`config.mk`:
```
export PLATFORM = sky130hd
export DESIGN_NAME = csr_trap_unit_flat
export DESIGN_NICKNAME = d
export VERILOG_FILES = /design/src/rtl/csr_trap_unit_if.sv /design/src/rtl/csr_trap_unit.sv /design/src/flat_wrapper.sv
export SDC_FILE = /design/constraint.sdc
export NUM_CORES = 1
export LEC_CHECK = 0
export ABC_CLOCK_PERIOD_IN_PS = 2600
export CORE_ASPECT_RATIO = 2
export CORE_UTILIZATION = 51
export DETAILED_ROUTE_END_ITERATION = 10
export HOLD_SLACK_MARGIN = 0.06
export PLACE_DENSITY_LB_ADDON = 0.3
export SKIP_CTS_REPAIR_TIMING = 1
export SLEW_MARGIN = 20
export SYNTH_ARGS = -nofsm -noshare
export SYNTH_HDL_FRONTEND = slang
export SYNTH_SLANG_ARGS = --single-unit
```
`constraint.sdc`:
```
create_clock -name clk -period 2.6 [get_ports clk]
set_clock_uncertainty 0.05 [all_clocks]
set_input_delay 0.26 -clock clk [delete_from_list [all_inputs] [get_ports clk]]
set_output_delay 0.26 -clock clk [all_outputs]
set_load 0.01 [all_outputs]
```
`src/rtl/csr_trap_unit_if.sv`:
```
// csr_trap_unit_if: MW-stage decode qualifiers into the CSR/trap unit and the
// unit's responses back to the pipeline.
//
// Qualifier semantics: there is no stall path in either direction. Every cycle
// the unit acts on whatever the pipeline presents. csr_wr commits at the next
// rising edge. valid says the DE slot holds a real instruction that an
// interrupt may replace. epc_taken is a single-cycle redirect the pipeline must
// accept in the same cycle: flush DE and load epc.
interface csr_trap_unit_if #(
    parameter int XLEN = 32
);
    logic [31:0]     inst_mw;
    logic            csr_rd;
    logic            csr_wr;
    logic            is_mret;
    logic            valid;
    logic            br_taken;
    logic [XLEN-1:0] pc_de;
    logic [XLEN-1:0] rs1_data;
    logic [XLEN-1:0] rdata;
    logic [XLEN-1:0] epc;
    logic            epc_taken;

    modport master (
        output inst_mw, csr_rd, csr_wr, is_mret, valid, br_taken, pc_de, rs1_data,
        input  rdata, epc, epc_taken
    );

    modport slave (
        input  inst_mw, csr_rd, csr_wr, is_mret, valid, br_taken, pc_de, rs1_data,
        output rdata, epc, epc_taken
    );
endinterface

```
`src/rtl/csr_trap_unit.sv`:
```
// csr_trap_unit: machine-mode CSR file, interrupt synchronizers and the
// trap-entry / mret PC redirect for the MW stage.
// Optional build macro: MTVEC_VECTORED_EN enables vectored interrupt dispatch
// (mtvec[1:0]=01 -> target = base + 4*cause). Without it mtvec[1:0] reads 0.
module csr_trap_unit #(
    parameter int XLEN        = 32,
    parameter int SYNC_STAGES = 2
) (
    input  logic           clk,
    input  logic           rst,
    input  logic           timer_irq,
    input  logic           ext_irq,
    csr_trap_unit_if.slave bus
);
    localparam logic [11:0] ADDR_MSTATUS = 12'h300;
    localparam logic [11:0] ADDR_MIE     = 12'h304;
    localparam logic [11:0] ADDR_MTVEC   = 12'h305;
    localparam logic [11:0] ADDR_MEPC    = 12'h341;
    localparam logic [11:0] ADDR_MCAUSE  = 12'h342;
    localparam logic [11:0] ADDR_MIP     = 12'h344;

    logic [11:0] addr;
    logic [2:0]  funct3;
    logic [4:0]  zimm;

    assign addr   = bus.inst_mw[31:20];
    assign funct3 = bus.inst_mw[14:12];
    assign zimm   = bus.inst_mw[19:15];

    // Architectural state: only the implemented bits get flops.
    logic            mstatus_mie;
    logic            mstatus_mpie;
    logic            mie_mtie;
    logic            mie_meie;
    logic [XLEN-1:0] mtvec_q;
    logic [XLEN-1:0] mepc_q;
    logic [XLEN-1:0] mcause_q;

    logic [SYNC_STAGES-1:0] timer_sync;
    logic [SYNC_STAGES-1:0] ext_sync;
    logic                   mtip;
    logic                   meip;

    // Interrupt lines are asynchronous: shift each through a plain flop chain.
    always_ff @(posedge clk or negedge rst) begin
        if (!rst) begin
            timer_sync <= '0;
            ext_sync   <= '0;
        end else begin
            timer_sync <= {timer_sync[SYNC_STAGES-2:0], timer_irq};
            ext_sync   <= {ext_sync[SYNC_STAGES-2:0], ext_irq};
        end
    end

    assign mtip = timer_sync[SYNC_STAGES-1];
    assign meip = ext_sync[SYNC_STAGES-1];

    logic [XLEN-1:0] csr_val;

    // Read mux: current value of the addressed CSR, zero for unmapped addresses.
    always_comb begin
        csr_val = '0;
        case (addr)
            ADDR_MSTATUS: begin
                csr_val[3] = mstatus_mie;
                csr_val[7] = mstatus_mpie;
            end
            ADDR_MIE: begin
                csr_val[7]  = mie_mtie;
                csr_val[11] = mie_meie;
            end
            ADDR_MTVEC:  csr_val = mtvec_q;
            ADDR_MEPC:   csr_val = mepc_q;
            ADDR_MCAUSE: csr_val = mcause_q;
            ADDR_MIP: begin
                csr_val[7]  = mtip;
                csr_val[11] = meip;
            end
            default: csr_val = '0;
        endcase
    end

    assign bus.rdata = bus.csr_rd ? csr_val : '0;

    logic [XLEN-1:0] src;
    logic [XLEN-1:0] wdata;
    logic            wr_en;

    // Zicsr read-modify-write: funct3[2] picks zimm, funct3[1:0] picks RW/RS/RC.
    always_comb begin
        src   = funct3[2] ? XLEN'(zimm) : bus.rs1_data;
        wdata = csr_val;
        case (funct3[1:0])
            2'b01:   wdata = src;
            2'b10:   wdata = csr_val | src;
            2'b11:   wdata = csr_val & ~src;
            default: wdata = csr_val;
        endcase
    end

    // RS/RC with a zero rs1/zimm field are pure reads; funct3 x00 is not a CSR op.
    assign wr_en = bus.csr_wr && (funct3[1:0] != 2'b00) && !(funct3[1] && (zimm == 5'd0));

    logic            irq_ext;
    logic            irq_tmr;
    logic            take_irq;
    logic [3:0]      cause;
    logic [XLEN-1:0] trap_base;
    logic [XLEN-1:0] irq_target;

    assign irq_ext  = meip & mie_meie;
    assign irq_tmr  = mtip & mie_mtie;
    // Blocked interrupts are not remembered; the mip level simply retries.
    assign take_irq = mstatus_mie & (irq_ext | irq_tmr) & bus.valid & ~bus.is_mret & ~bus.br_taken;
    assign cause    = irq_ext ? 4'd11 : 4'd7;

    // Redirect target: mret wins over an interrupt; both are forced off in reset.
    always_comb begin
        trap_base  = {mtvec_q[XLEN-1:2], 2'b00};
        irq_target = trap_base;
`ifdef MTVEC_VECTORED_EN
        if (mtvec_q[1:0] == 2'b01) begin
            irq_target = trap_base + XLEN'({cause, 2'b00});
        end
`endif
        bus.epc_taken = 1'b0;
        bus.epc       = '0;
        if (rst) begin
            if (bus.is_mret) begin
                bus.epc_taken = 1'b1;
                bus.epc       = mepc_q;
            end else if (take_irq) begin
                bus.epc_taken = 1'b1;
                bus.epc       = irq_target;
            end
        end
    end

    // CSR updates; trap entry is assigned last so it overrides a same-cycle
    // write to mstatus/mepc/mcause, while writes to other CSRs still land.
    always_ff @(posedge clk or negedge rst) begin
        if (!rst) begin
            mstatus_mie  <= 1'b0;
            mstatus_mpie <= 1'b0;
            mie_mtie     <= 1'b0;
            mie_meie     <= 1'b0;
            mtvec_q      <= '0;
            mepc_q       <= '0;
            mcause_q     <= '0;
        end else begin
            if (wr_en) begin
                case (addr)
                    ADDR_MSTATUS: begin
                        mstatus_mie  <= wdata[3];
                        mstatus_mpie <= wdata[7];
                    end
                    ADDR_MIE: begin
                        mie_mtie <= wdata[7];
                        mie_meie <= wdata[11];
                    end
`ifdef MTVEC_VECTORED_EN
                    ADDR_MTVEC:  mtvec_q <= {wdata[XLEN-1:2], (wdata[1] ? 2'b00 : wdata[1:0])};
`else
                    ADDR_MTVEC:  mtvec_q <= {wdata[XLEN-1:2], 2'b00};
`endif
                    ADDR_MEPC:   mepc_q   <= {wdata[XLEN-1:2], 2'b00};
                    ADDR_MCAUSE: mcause_q <= wdata;
                    default: ;
                endcase
            end
            if (take_irq) begin
                mepc_q       <= {bus.pc_de[XLEN-1:2], 2'b00};
                mcause_q     <= {1'b1, {(XLEN-5){1'b0}}, cause};
                mstatus_mpie <= mstatus_mie;
                mstatus_mie  <= 1'b0;
            end else if (bus.is_mret) begin
                mstatus_mie  <= mstatus_mpie;
                mstatus_mpie <= 1'b1;
            end
        end
    end
endmodule

```
`src/flat_wrapper.sv`:
```
// flat-port wrapper written by rule: the top's interface ports become plain ports
module csr_trap_unit_flat 
#(
    parameter int XLEN        = 32,
    parameter int SYNC_STAGES = 2
)
  (clk, rst, timer_irq, ext_irq, bus_inst_mw, bus_csr_rd, bus_csr_wr, bus_is_mret, bus_valid, bus_br_taken, bus_pc_de, bus_rs1_data, bus_rdata, bus_epc, bus_epc_taken);
  csr_trap_unit_if #(.XLEN(XLEN)) bus_i ();
  input  logic clk;
  input  logic rst;
  input  logic timer_irq;
  input  logic ext_irq;
  input wire logic [$bits(bus_i.inst_mw)-1:0] bus_inst_mw;
  input wire logic [$bits(bus_i.csr_rd)-1:0] bus_csr_rd;
  input wire logic [$bits(bus_i.csr_wr)-1:0] bus_csr_wr;
  input wire logic [$bits(bus_i.is_mret)-1:0] bus_is_mret;
  input wire logic [$bits(bus_i.valid)-1:0] bus_valid;
  input wire logic [$bits(bus_i.br_taken)-1:0] bus_br_taken;
  input wire logic [$bits(bus_i.pc_de)-1:0] bus_pc_de;
  input wire logic [$bits(bus_i.rs1_data)-1:0] bus_rs1_data;
  output wire logic [$bits(bus_i.rdata)-1:0] bus_rdata;
  output wire logic [$bits(bus_i.epc)-1:0] bus_epc;
  output wire logic [$bits(bus_i.epc_taken)-1:0] bus_epc_taken;
  assign bus_i.inst_mw = bus_inst_mw;
  assign bus_i.csr_rd = bus_csr_rd;
  assign bus_i.csr_wr = bus_csr_wr;
  assign bus_i.is_mret = bus_is_mret;
  assign bus_i.valid = bus_valid;
  assign bus_i.br_taken = bus_br_taken;
  assign bus_i.pc_de = bus_pc_de;
  assign bus_i.rs1_data = bus_rs1_data;
  assign bus_rdata = bus_i.rdata;
  assign bus_epc = bus_i.epc;
  assign bus_epc_taken = bus_i.epc_taken;
  csr_trap_unit #(.XLEN(XLEN), .SYNC_STAGES(SYNC_STAGES)) u_core (.clk(clk), .rst(rst), .timer_irq(timer_irq), .ext_irq(ext_irq), .bus(bus_i));
endmodule
```
==> reports/summary.md <==
The flow ran to the end, but the final reports show violations. The final reports fail on DRC, setup timing. The final count of pins violating max slew is 0, and the fraction of registers with async set or reset after synthesis is 1.000.

The run gives 819 as the violation count after the first detailed-route iteration. The number of warnings issued by yosys was 0; the number of different library cells in the post-synthesis netlist was 63. Buffers placed on the I/O ports in this run total 153. The number of nets in the layout was 1,175; the achievable frequency was 0.3708 GHz. The run gives 0 as the number of antenna violations at the first check in global routing.

Cell at the root of the clock tree: clkbuf_16. The overall die width was 84.90 µm. The tools report the total wire length as 26,380 µm. Setup repair after global routing could not meet its margin everywhere. The number of maximum-capacitance constraint violations was 0; the total power consumption of the routed design was 3453 µW. TritonCTS built the clock tree. In this run the core area contains 60 standard-cell rows. The static leakage was 0.005231 µW; the number of global-route vias before repair was 8,175. The layout cell share with drive strength beyond 1 is 0.1695, and the portion of the post-synthesis area used by sequential elements is 0.3570. The tools report the total global routing overflow as 0. The effective utilization at floorplan is 0.5216, and the total number of vias is 8,176.

The H-tree was split into 3 levels. The congestion estimate from routability-driven global placement came to 0.9111. The tools report the clock latency on the worst-skew pair as 0.35 ns.

The ratio of routed vias to standard cells is 6.653, and the final count of negative-setup-slack endpoints is 1. After detailed routing, the average wire length per cell comes to 21.47 µm. The clock drives 100 sinks. Dividing total power by cell area gives a power density of 340.7 mW/mm². Clock tree synthesis inserted a total of 9 buffers.

The total routing resource utilization after global routing was 0.3602. A synthesized cell averages 8.169 µm². The worst setup slack after layout is -0.09693 ns, and the post-route worst hold slack is 0.2937 ns. For the worst slew slack as a fraction of its limit, the log shows 0.3545.

The synthesized design contains 100 register bits. In the final timing run, aggregate negative setup slack is -0.09693 ns. In the routed design, unresolved DRC markers number 11. The tightest min-delay check is of the in2async type.

The wire-length estimate of the detail-placed layout is 18,150 µm. The final clock period utilization by the worst path is 1.037. From synthesis to final layout, the design area changed by 44.59%. For the final hold violation count, the log shows 0. The die covers 0.01424 mm².

At the worst endpoint, the arrival time is 2.39 ns. IR analysis of the VDD net gives a maximum drop of 331.4 µV. Entering global routing, the biggest net connects 54 pins.

From bottom edge to top edge, the die measures 167.8 µm. For this design the top-level I/O count stands at 170. The number of flops mapped to enable cells by yosys is 0.

The antenna violation net count after detailed routing was 0; the shortest clock period the worst path allows after layout was 2.697 ns. Summing every instance area after synthesis gives 0.007009 mm². Of all nets on the critical path, the largest fanout is 15. For the worst setup path, the data required time is 2.29 ns. Sort of element at the end of the critical path: a primary output. The buffer depth of the longest clock path was 2. The clock transition at the registers of the reported paths is 0.07 ns.

The pre-antenna-repair detailed-routing pass consisted of 11 iterations. The critical path class is in2out. The antenna cell count is 0. The first global-routing pass estimated 40,300 µm of wire. The slew at the pin closest to its max-slew limit is 0.9648 ns, and the instance count of the mapped netlist is 858. The area of the core is 0.01344 mm². Commonest register cell after synthesis: dfrtp_1. The type of element launching the critical path is an input port.
[layer usage]
layer / GRT usage / wire length, µm
met1: 0.3999 / 9095
met2: 0.6303 / 13540
met3: 0.04902 / 1995
met4: 0.2461 / 1751
met5: 0 / 0
[path summary, 6_finish.rpt]
kind / start / endpoint / slack (ns) / cells past startpoint
max in group asynchronous: rst / u_core.mepc_q[24] / 1.51 / 4
worst max register to register: u_core.mstatus_mie / u_core.mepc_q[16] / 0.68 / 8
worst max-delay path: bus_inst_mw[22] / bus_rdata[2] / -0.1 / 8
worst min register to register: u_core.timer_sync[0] / u_core.timer_sync[1] / 0.32 / 0
min in group clk: u_core.timer_sync[0] / u_core.timer_sync[1] / 0.32 / 0
worst min-delay path: rst / u_core.mcause_q[16] / 0.29 / 2
[cells by family (layout without fill, tap and decap cells)]
logic type / count (synthesis) / count (layout) / share of synthesized area
compound gates: 321 / 321 / 0.3111
xor+xnor: 11 / 11 / 0.01375
buf+inv: 81 / 296 / 0.05212
flops: 100 / 100 / 0.3570
mux: 9 / 9 / 0.01303
other cells: 1 / 2 / 0.0005350
simple gates: 335 / 335 / 0.2524
[cell type report]
class                   instances  area, µm²
inverters                       6      22.52
flip-flops and latches        100       2502
well taps                     155      193.9
clock inverters                 5      38.79
clock buffers                  10      239.0
fillers                       943       3303
multi-input cells             678       4277
repair buffers                275       2861
[power breakdown]
group	switching (µW)	leakage [µW]	total, µW	internal (µW)
combinational	308	0.00374	598	290
clock	608	0.000123	1280	672
sequential	8.90	0.00137	1580	1570
[Yosys cell counts (2+ instances only)]
master	n	area share
nand3_1	50	0.036
o32ai_1	2	0.0025
and3b_1	3	0.0037
and4_1	3	0.0037
a31oi_1	43	0.038
o21a_1	25	0.027
o31ai_1	5	0.0054
a32o_1	2	0.0029
nand2_2	3	0.0027
inv_1	6	0.0032
o22ai_1	2	0.0018
nor3_1	4	0.0029
o21ai_1	6	0.0043
buf_4	7	0.0075
o311ai_0	10	0.012
clkbuf_1	39	0.021
xnor2_1	9	0.011
xor2_1	2	0.0025
o221ai_1	2	0.0025
nand2_1	76	0.041
and2_1	27	0.024
buf_2	28	0.020
nor2b_1	53	0.047
or2_2	3	0.0027
a21oi_1	64	0.046
nor4_1	2	0.0018
a22oi_1	39	0.042
nor2_1	62	0.033
a221oi_1	9	0.011
nand4_1	11	0.0098
mux2i_1	8	0.011
dfrtp_1	100	0.36
o211ai_1	3	0.0032
and3_1	11	0.0098
o2bb2ai_1	17	0.021
a2bb2oi_1	10	0.012
a22o_1	14	0.017
o21ai_0	55	0.039
nor4b_4	2	0.0068
nand2b_1	18	0.016
[critical path, stage by stage]
cell and delay [ns]:
clkdlybuf4s50_1 0.43, buf_4 0.18, nor4b_4 0.24, and3_4 0.26, buf_8 0.16, and2_1 0.16
o21a_1 0.11, clkdlybuf4s50_1 0.57
[registers in the layout (all words and copies together) (netlist names)]
| signal | cells |
|---|---|
| u_core.mstatus_mie | 1 |
| u_core.mie_mtie | 1 |
| u_core.mstatus_mpie | 1 |
| u_core.mie_meie | 1 |
| u_core.mcause_q | 32 |
| u_core.ext_sync | 2 |
| u_core.mepc_q | 30 |
| u_core.timer_sync | 2 |
| u_core.mtvec_q | 30 |
[cell usage in the layout (no fill, tap or decap), types with 11 or more instances in the layout]
cell | netlist | final
a21oi_2 | 0 | 16
a31oi_1 | 43 | 43
nor2b_1 | 53 | 50
nand4_1 | 11 | 11
nand2b_1 | 18 | 18
a22oi_1 | 39 | 39
buf_4 | 7 | 98
clkdlybuf4s50_1 | 0 | 82
a22o_1 | 14 | 13
nand2_1 | 76 | 75
a21oi_1 | 64 | 48
nor2_1 | 62 | 61
nand3_1 | 50 | 50
dfrtp_1 | 100 | 100
buf_12 | 0 | 17
o2bb2ai_1 | 17 | 17
o21a_1 | 25 | 25
and2_1 | 27 | 26
o21ai_0 | 55 | 55
dlymetal6s2s_1 | 0 | 69
[metrics by stage]
step / cell area (µm²) / instances / setup slack (ns) / util
6_report: 10130 / 1229 / -0.09693 / 0.7542
4_1_cts: 9738 / 1225 / -0.2766 / 0.7247
5_1_grt: 10130 / 1229 / -0.1589 / 0.7542
3_5_place_dp: 9460 / 1210 / -0.2447 / 0.7040
3_3_place_gp: 9460 / 1210 / -0.2177 / 0.7040
2_1_floorplan: 7013 / 859 / 0.5979 / -
Note: power is estimated with default switching activity, not from simulation.
